===== src/rtl/run_control_unit.sv =====
// Run/step controller: generates the processor clock enable in free-run, debounced
// single-step, run-N and halt modes, with PC breakpoints and an enabled-cycle counter.
module run_control_unit #(
  parameter int PC_W     = 32,
  parameter int CNT_W    = 32,
  parameter int DEBOUNCE = 4,
  parameter int NUM_BP   = 2
) (
  input  logic                     clk,
  input  logic                     rst,
  input  logic [1:0]               mode,
  input  logic                     step_btn,
  input  logic                     start,
  input  logic [CNT_W-1:0]         run_n,
  input  logic [PC_W-1:0]          pc,
  input  logic [NUM_BP*PC_W-1:0]   bp_addr,
  input  logic [NUM_BP-1:0]        bp_en,
  output logic                     cpu_en,
  output logic                     halted,
  output logic [NUM_BP-1:0]        bp_hit,
  output logic [CNT_W-1:0]         cycle_count,
  output logic [CNT_W-1:0]         remaining,
  output logic [1:0]               dbg_state
);

  localparam logic [1:0] MODE_RUN  = 2'b00;
  localparam logic [1:0] MODE_STEP = 2'b01;
  localparam logic [1:0] MODE_RUNN = 2'b10;
  localparam int DB_W = (DEBOUNCE > 1) ? $clog2(DEBOUNCE) : 1;

  typedef enum logic [1:0] {IDLE, RUN, STEP, RUNN} state_t;

  state_t            state;
  logic              resume;
  logic [1:0]        sync_q;
  logic              db_level;
  logic [DB_W-1:0]   db_cnt;
  logic              step_pulse;
  logic [NUM_BP-1:0] match_vec;
  logic              bp_match;
  logic              bp_stop;

  // Synchroniser plus debouncer; step_pulse is registered on the accepted rising level.
  always_ff @(posedge clk) begin
    if (rst) begin
      sync_q     <= '0;
      db_level   <= 1'b0;
      db_cnt     <= '0;
      step_pulse <= 1'b0;
    end else begin
      sync_q     <= {sync_q[0], step_btn};
      step_pulse <= 1'b0;
      if (sync_q[1] == db_level) begin
        db_cnt <= '0;
      end else if (db_cnt == DB_W'(DEBOUNCE - 1)) begin
        db_level   <= sync_q[1];
        db_cnt     <= '0;
        step_pulse <= sync_q[1];
      end else begin
        db_cnt <= db_cnt + DB_W'(1);
      end
    end
  end

  always_comb begin
    match_vec = '0;
    for (int i = 0; i < NUM_BP; i++) begin
      match_vec[i] = bp_en[i] && (pc == bp_addr[i*PC_W +: PC_W]);
    end
  end

  // The first cycle after leaving IDLE masks breakpoints so execution can step past one.
  assign bp_match  = |match_vec;
  assign bp_stop   = bp_match && !resume;
  assign cpu_en    = (state == STEP) || (((state == RUN) || (state == RUNN)) && !bp_stop);
  assign halted    = (state == IDLE);
  assign dbg_state = state;

  always_ff @(posedge clk) begin
    if (rst) begin
      state       <= IDLE;
      resume      <= 1'b0;
      bp_hit      <= '0;
      cycle_count <= '0;
      remaining   <= '0;
    end else begin
      resume <= 1'b0;
      if (cpu_en) begin
        cycle_count <= cycle_count + CNT_W'(1);
      end
      case (state)
        IDLE: begin
          if (mode == MODE_RUN) begin
            state  <= RUN;
            resume <= 1'b1;
            bp_hit <= '0;
          end else if ((mode == MODE_STEP) && step_pulse) begin
            state  <= STEP;
            resume <= 1'b1;
            bp_hit <= '0;
          end else if ((mode == MODE_RUNN) && start && (run_n != '0)) begin
            state     <= RUNN;
            resume    <= 1'b1;
            bp_hit    <= '0;
            remaining <= run_n;
          end
        end
        RUN: begin
          if (bp_stop) begin
            state  <= IDLE;
            bp_hit <= match_vec;
          end else if (mode != MODE_RUN) begin
            state <= IDLE;
          end
        end
        STEP: begin
          state <= IDLE;
        end
        RUNN: begin
          // A breakpoint wins over the last budgeted cycle: no decrement, no enable.
          if (bp_stop) begin
            state  <= IDLE;
            bp_hit <= match_vec;
          end else begin
            remaining <= remaining - CNT_W'(1);
            if ((mode != MODE_RUNN) || (remaining == CNT_W'(1))) begin
              state <= IDLE;
            end
          end
        end
        default: state <= IDLE;
      endcase
    end
  end

endmodule


===== config.mk =====
export PLATFORM = sky130hd
export DESIGN_NAME = run_control_unit
export DESIGN_NICKNAME = d
export VERILOG_FILES = /design/src/rtl/run_control_unit.sv
export SDC_FILE = /design/constraint.sdc
export NUM_CORES = 1
export LEC_CHECK = 0
export ABC_AREA = 1
export BUFFER_PORTS_ARGS = -buffer_cell sky130_fd_sc_hd__buf_2
export CORE_UTILIZATION = 48
export CTS_CLUSTER_SIZE = 20
export DETAILED_ROUTE_END_ITERATION = 10
export PLACE_DENSITY = 0.81
export SKIP_CTS_REPAIR_TIMING = 1
export SLEW_MARGIN = 20
export SYNTH_ARGS = -nofsm -noshare
export SYNTH_HDL_FRONTEND = slang
export SYNTH_SLANG_ARGS = --single-unit

===== constraint.sdc =====
create_clock -name clk -period 1.7 [get_ports clk]
set_clock_uncertainty 0.1 [all_clocks]
set_input_delay 0.17 -clock clk [delete_from_list [all_inputs] [get_ports clk]]
set_output_delay 0.17 -clock clk [all_outputs]
set_load 0.05 [all_outputs]

### Word level (Yosys, flattened, before mapping)

Cells that the tools add are included.
Widths: inputs -> output; s select.

| word-level totals | value |
|---|---|
| register bits | 75 |
| output and inout port bits | 70 |
| logic and storage cells | 82 |

| cells by class | value |
|---|---|
| $add $sub $neg | 3 |
| equality and inequality tests | 19 |
| mux-type cells | 21 |
| bitwise operators | 3 |
| reductions and logical operators | 27 |

Operators with widths:

| kind | count |
|---|---|
| $mux 32 | 4 |
| $eq 32x32->1 | 2 |
| $pmux 32 s2 | 1 |
| $add 32x1->32 const B | 1 |
| $eq 32x1->1 const B | 1 |
| $reduce_bool 32->1 | 1 |
| $sub 32x1->32 const B | 1 |
| $mux 2 | 11 |
| $eq 2x2->1 const B | 4 |
| $ne 2x2->1 const B | 4 |
| $pmux 2 s4 | 1 |
| $logic_and 1x1->1 | 7 |
| $ne 3x2->1 const B | 2 |
| $reduce_and 3->1 | 2 |
| $reduce_bool 2->1 | 3 |
| $reduce_or 2->1 | 3 |
| $reduce_or 3->1 | 2 |
| $reduce_and 5->1 | 1 |
| $eq 2x1->1 const B | 2 |
| $logic_not 2->1 | 2 |
| $ne 2x1->1 const B | 2 |
| $ne 4x1->1 const B | 1 |
| $pmux 2 s2 | 1 |
| $logic_or 1x1->1 | 3 |
| other kinds (6) | 11 |

### Depth between registers and ports, before layout

Gate-level depths: netlist of the first run.

| logic depth | value |
|---|---|
| depth after elaboration | 7 |
| gate-level depth with buffers | 16 |
| gate-level depth less buffers | 15 |

### Worst setup path before layout of the first run

OpenSTA, ideal clock, no wires.

| timing | value |
|---|---|
| kind | register to register |
| start point | register state[0] (netlist: dbg_state[0]) |
| end point | register remaining[28] |
| setup time | 0.115 ns |
| arrival time | 2.144 ns |
| data required time | 1.485 ns |
| slack | -0.659 ns |
| stages on the path, launching flop included | 8 |
| buffers on the path | 1 |
| period minus slack after synthesis | 2.359 ns |
| path through | dfxtp_1 > inv_1 > ha_1 > a21oi_1 > buf_2 > nand3_1 > nand2_1 > nor2_1 |

| on the way | value |
|---|---|
| cells in the longest elaborated chain, start to end | 3 |
| elaborated cells on any way between the ends | 9 |
| classes of those cells | eq/ne (5); mux (1); reduce/logical (3) |

Ends and longest elaborated chain:

| what | RTL line | RTL |
|---|---|---|
| start, declared | 33 | `state_t state;` |
| start signal, assigned | 81 | `state <= IDLE;` |
| start signal, assigned | 94 | `state <= RUN;` |
| start signal, assigned | 98 | `state <= STEP;` |
| $logic_not 2->1 (*) | -- |  |
| via halted | 19 | `output logic halted,` |
| $ne 2x1->1 (no source line) (tied with other cells) | -- |  |
| $reduce_and 5->1 (no source line) | -- |  |
| end signal, assigned | 105 | `remaining <= run_n;` |
| end signal, assigned | 125 | `remaining <= remaining - CNT_W'(1);` |
| end, declared | 22 | `output logic [CNT_W-1:0] remaining,` |

Mark *: on every way through the listed nets, which the timed path passes. The rest lies on a longest branch.
A chain may end at the register's enable or synchronous reset.

### Final worst setup path of the first run

| timing | value |
|---|---|
| start point | input port pc[7] |
| end point | output port cpu_en |

| on the way | value |
|---|---|
| cells in the longest elaborated chain, start to end | 7 |
| elaborated cells on any way between the ends | 9 |
| classes of those cells | eq/ne (2); reduce/logical (7) |

Ends and longest elaborated chain:

| what | RTL line | RTL |
|---|---|---|
| start, declared | 15 | `input logic [PC_W-1:0] pc,` |
| $eq 32x32->1 | 68 | `match_vec[i] = bp_en[i] && (pc == bp_addr[i*PC_W +: PC_W]);` |
| $logic_and 1x1->1 | 68 |  |
| $reduce_or 2->1 (*) | 73 | `assign bp_match = \|match_vec;` |
| $logic_and 1x1->1 (*) | 74 | `assign bp_stop = bp_match && !resume;` |
| $logic_not 1->1 (*) | 75 | `assign cpu_en = (state == STEP) \|\| (((state == RUN) \|\| (state == RUNN)) && !bp_stop);` |
| $logic_and 1x1->1 (*) | 75 |  |
| $logic_or 1x1->1 (*) | 75 |  |
| end, declared | 18 | `output logic cpu_en,` |

Every way passes the cells marked *; elsewhere a longest branch is shown, timed or not.

==> impl_results.md, run 1 <==
- Fillers: 1090
- Utilization after layout: 74.6%
- Share of cells above drive strength 1: 36.9%
- WHS: 0.0347 ns
- Input/output buffers: 205
- Share of the clock period used by the worst path after layout: 117%
- Final min period: 1.99 ns
- Synthesis-to-finish area growth: 51.9%
- Clk sinks: 75
- Gpl congestion: 1.02
- Setup crit start kind: primary input
- Maximum clock insertion buffer count: 2
- Cell area after synthesis: 6790 sq um
- Flops & latches, synth: 75
- Worst-path fanout max: 4
- Mapped Cells: 1238
- Place WS: -0.284 ns
- Transition time of the tightest slew-check pin: 0.384 ns
- CP arrival: 1.72 ns
- CTS tree: built
- RSZ-0062 raised after global routing: true
- Hold depth: 2
- Static leakage: 5.58 nW
- Post-synthesis sequential area ratio: 22.1%
- Root Buffer: clkbuf_16
- Area leader, netlist: nand2_1
- P per Cell Area: 1580 nW/um^2
- Chip height: 121 um
- Outcome: finished with violations
- Post-route DRC violation count: 0
- Non-filler instance count after layout: 1759
- Gr ovfl total: 0
- # diodes: 0
- Post-DP HPWL: 18.3 mm
- Maxcap violations: 0
- Area of placed instances: 9070 sq um
- Cell with the most instances after synthesis: nand2_1
- Final hold viol count: 0
- Worst-path clk slew: 0.06 ns
- Drt total wl: 27.1 mm
- Largest net degree at the start of global routing: 39
- Family with the most delay on the worst path: simple AND/OR/NAND/NOR gates
- Design Area, Final: 10300 sq um
- Die area: 14600 sq um
- I/O pin total: 206
- Worst Path Required: 1.43 ns
- GRT Overall Usage: 31.9%
- Worst skew pair latency: 0.35 ns
- Worst Path Buf+Inv: 4
- Initial antenna violation count: 0
- Register Area: 1630 sq um
- Slew Limit Fails: 0
- Violated checks: setup timing
- Setup WS post-layout: -0.286 ns
- DRT Pass-1 Iters: 6
- Initial Utilization: 49.1%
- Htree depth: 3
- Slowest CP cell: nor2_1
- Stages on worst setup path: 13
- Critical path class: in -> out
- # setup viols final: 32
- CP peak stage delay: 0.20 ns
- Syn_area_per_cell: 5.48 sq um
- Vias per cell: 5.35
- DR WL/cell: 15.4 um
- Worst path cell trace: buf_2 > inv_1 > nand2_1 > o21ai_0 > nor2_1 > nand3_1 > nor2_1 > nand3_1 > nand2_2 > nand3_2 > nand2_4 > inv_1 > buf_4
- Post-synth top area share: 22.5%
- Hold Path Class: in -> reg
- Die Wd: 121 um
- Post-synth top cells: nand2_1, nor2_1, inv_1
- Syn Nets: 1383
- Placed insts: 1720
- Vias in the first global route: 7988
- Core footprint: 13800 sq um
- Yosys warns: 0
- Slew headroom: 74.4%
- Post-synthesis async set-or-reset flop share: 0%
- DRT antenna net count: 0
- First-pass GRT wire length: 37.1 mm
- Number of distinct library cells after synthesis: 39
- Area contributors post-synth: nand2_1, dfxtp_1, nor2_1
- EDFF count, synth: 0
- R2R depth: 14
- # nets final: 1719
- Fmax: 504 MHz
- Worst vdd ir: 0.919 mV
- Main synth FF type: dfxtp_1
- Vias: 9403
- Std cell rows: 43
- Footprint of the multi-input gates: 5100 sq um
- CP Capture Type: output port
- First-iteration detailed-routing DRC count: 1097
- Total CTS buffers: 9
[final cells by class]
type	instances	area share, %
multi-input cells	944	49.5
clock buffers	15	2.80
well taps	180	2.18
repair buffers	355	22.5
clock inverters	1	0.0485
flip-flops and latches	75	15.8
inverters	189	7.10
[per-layer routing]
layer / routed length (um) / vias up / GRT usage, %
met4: 1220 / 0 / 10.5
met1: 10700 / 4203 / 41.2
li1: - / 4487 / -
met3: 2540 / 129 / 6.20
met2: 12700 / 584 / 52.8
met5: 0 / - / 0
[per-stage QoR]
step / setup TNS [ns] / power (W)
after floorplan: -0.189 / 0.00929
after global placement: -15.06 / 0.0122
after detailed placement: -16.94 / 0.0124
after CTS: -1.98 / 0.0144
after global routing: -7.11 / 0.0172
final: -2.62 / 0.0163
[power breakdown]
group | switching [W] | leakage (nW) | internal (W) | total [W]
sequential | 0.000649 | 0.642 | 0.00234 | 0.00299
combinational | 0.00714 | 4.79 | 0.00424 | 0.0114
clock | 0.000775 | 0.145 | 0.00116 | 0.00193
total | 0.00857 | 5.58 | 0.00774 | 0.0163
[kinds of logic after synthesis]
family / Yosys count / synth area share (%)
and+or+nand+nor: 797 / 49.1
buffers and inverters: 219 / 13.1
AOI/OAI and AO/OA: 75 / 5.84
DFF: 75 / 22.1
xor gates and xnor gates: 61 / 7.87
adders and majority gates: 9 / 1.66
muxes: 2 / 0.295
[final timing paths]
kind | from | endpoint | slack [ns]
max | pc[7] | cpu_en | -0.29
min | rst | sync_q[0] | 0.03
max reg2reg | remaining[1] | remaining[20] | -0.23
min reg2reg | sync_q[0] | sync_q[1] | 0.31
[flip-flops by register name (all words and copies together), names as in the netlist]
register and count:
resume 1, dbg_state 2, db_level 1, remaining 32
bp_hit 2, db_cnt 2, step_pulse 1, sync_q 2
cycle_count 32
[cell usage in the layout, fill, tap and decap left out, types with 3 or more instances in the layout]
cell type  instances
nor2_1           174
nand3_2            6
nor2_4            28
nor3_1             6
clkbuf_16         13
nand2_1          372
a21oi_1           38
xor2_1            30
ha_4               3
nand3_1           84
nand2_2           33
nor2_2            24
xnor2_2            5
buf_2            204
inv_1            164
o21ai_1            7
inv_4              4
nor3_2            13
a21oi_2            7
clkinv_1           3
nand4_1           27
ha_1               4
clkbuf_1           3
nand2_4            8
o21ai_0           13
xnor2_1           24
nor3_4             6
buf_4            134
nand3b_1           5
dfxtp_2           16
dfxtp_1           29
inv_2             17
buf_6              5
dfxtp_4           30
buf_12             7
Power figures use the tool's default switching activity.
==> inputs of run 2 (changes only) <==
BUFFER_PORTS_ARGS = -buffer_cell sky130_fd_sc_hd__clkbuf_2   (was -buffer_cell sky130_fd_sc_hd__buf_2)
CORE_UTILIZATION = 50   (was 48)
clock period = 2 ns   (was 1.7 ns; I/O delays follow)
==> run 2 against run 1 <==
- count of clock-buffer cells in the layout is 3 lower
- critical path type is now reg -> reg
- the run now ends clean
- global-route usage barely moved
- power is 27% lower
- largest power group unchanged
- sequential share of layout area increased by 1.4 points
- critical endpoint is now remaining[29]
- first-iteration DRC count shrank 34%
- highest routed layer unchanged
==> impl_results.md, run 2 (same netlist as run 1, synthesis figures left out) <==
- FF-to-FF Start: remaining[10]
- Worst-path fanout max: 5 (+1)
- Core footprint: 13200 sq um (-4.2%)
- DRT Pass-1 Iters: 9 (+3)
- Worst skew pair latency: 0.34 ns (about the same)
- Chip height: 119 um (-2.0%)
- Worst-path clk slew: 0.06 ns (about the same)
- Final hold viol count: 0 (unchanged)
- RSZ-0062 raised after global routing: true
- Hold Path Class: in -> reg
- Synthesis-to-finish area growth: 29.0%
- Clk sinks: 75 (unchanged)
- Die area: 14000 sq um (-3.9%)
- Vias: 8430 (-10%)
- Most frequent cells in the layout: nand2_1, nor2_1, clkbuf_2
- Utilization after layout: 66.1% (-8.5 points)
- P per Cell Area: 1360 nW/um^2 (-14%)
- Std cell rows: 42 (-2.3%)
- Fmax: 513 MHz
- Drt total wl: 22.3 mm (-18%)
- R2R depth: 12 (-2)
- Top cell by count, worst path: nor2_1
- Initial Utilization: 51.3% (+2.2 points)
- # nets final: 1617 (-5.9%)
- Worst path cell trace: inv_2 > nand2_1 > nor3_2 > nand2_2 > nor2_4 > nand2_4 > nor2_4 > nand2_2 > nor2_1 > o21ai_2 > nor2_1 > nor2_1
- DR WL/cell: 13.5 um (-12%)
- CP Capture Type: register
- Static leakage: 4.78 nW (-14%)
- DRT antenna net count: 0 (unchanged)
- Hold Startpoint: run_n[14]
- Post-route DRC violation count: 0 (unchanged)
- Slowest CP cell: dfxtp_2
- # diodes: 0 (unchanged)
- Vias in the first global route: 7651 (-4.2%)
- Total CTS buffers: 9 (unchanged)
- CTS tree: built
- Worst Path Required: 2.14 ns (+0.71 ns)
- Final TNS setup: 0 ns (+2.62 ns)
- Commonest non-fill, non-tap cell in the layout: nand2_1
- R2R Setup Slk: 0.05 ns (+0.28 ns)
- CP arrival: 2.09 ns (+0.37 ns)
- Setup crit start kind: register
- Slew headroom: 70.1% (-4.3 points)
- Largest regs: cycle_count (32), remaining (32)
- Maxcap violations: 0 (unchanged)
- Share of the clock period used by the worst path after layout: 97.5%
- CP peak stage delay: 0.35 ns (+0.15 ns)
- First-iteration detailed-routing DRC count: 727 (-34%)
- Worst vdd ir: 0.815 mV (-11%)
- Share of cells above drive strength 1: 22.5% (-14 points)
- Htree depth: 3 (unchanged)
- Transition time of the tightest slew-check pin: 0.449 ns (+0.0651 ns)
- Critical path class: reg -> reg
- Root Buffer: clkbuf_16
- First-pass GRT wire length: 35.8 mm (-3.4%)
- Input/output buffers: 205 (unchanged)
- Post-DP HPWL: 17.6 mm (-3.9%)
- FF-to-FF End: remaining[29]
- Hold depth: 5 (+3)
- # setup viols final: 0 (-100%)
- Outcome: complete, no violations
- Maximum clock insertion buffer count: 2 (unchanged)
- Initial antenna violation count: 0 (unchanged)
- I/O pin total: 206 (unchanged)
- Final min period: 1.95 ns
- Setup WS post-layout: 0.0496 ns (+0.335 ns)
- Hold Crit Endpoint: remaining[14]
- Gpl congestion: 0.999 (-1.8%)
- Vias per cell: 5.10 (-4.6%)
- Die Wd: 119 um (-2.0%)
- Place WS: 0.0501 ns (+0.334 ns)
- Slew Limit Fails: 0 (unchanged)
- Gr ovfl total: 0 (unchanged)
- GRT Overall Usage: 31.8% (about the same)
- Largest net degree at the start of global routing: 41 (+5.1%)
run 2: worst max-delay path, delay by kind of cell, from the launching register on:
| family | cells | cell delay, ns |
|---|---|---|
| AOI/OAI and AO/OA | 1 | 0.07 |
| buffers and inverters | 1 | 0.08 |
| DFF | 1 | 0.35 |
| and+or+nand+nor | 10 | 1.24 |
run 2: stage by stage:
stage               total power, W  hold WS (ns)  instances  area, sq um
detailed placement         0.00939         0.295       1632         8230
global placement           0.00930         0.289       1632         8230
finish                      0.0119        0.0995       1653         8760
global route                0.0127         0.129       1653         8760
CTS                         0.0115       -0.0608       1648         8600
floorplan                  0.00762         0.207       1238         6800
run 2: worst max path at each step:
stage	to	slack, ns	cells past startpoint	start
6_report	remaining[29]	0.05	12	remaining[10]
5_1_grt	remaining[21]	-0.09	12	remaining[9]
4_1_cts	cpu_en	0.05	14	pc[27]
3_5_place_dp	cycle_count[0]	0.05	15	pc[27]
3_3_place_gp	cpu_en	0.09	14	pc[27]
2_1_floorplan	remaining[28]	-0.0003	11	remaining[1]
run 2: area by class of cell:
class / instances / area (sq um)
Timing Repair Buffer: 253 / 1430
Clock buffer: 12 / 256
Multi-Input combinational cell: 944 / 4500
Tap cell: 176 / 220
Sequential cell: 75 / 1510
Fill cell: 1315 / 4490
Clock inverter: 4 / 120
Inverter: 189 / 709
run 2: report_power, final:
part           total (W)  internal, W  switching (W)
combinational    0.00731      0.00230        0.00501
sequential       0.00250      0.00193       0.000571
clock            0.00207      0.00141       0.000660
run 2: layer usage:
layer	share of wire, %	global-route usage, %	vias up
li1	-	-	4279
met1	44	42.0	3732
met2	45	52.1	381
met3	8.8	7.58	38
met4	1.8	7.75	0
met5	0	0	-
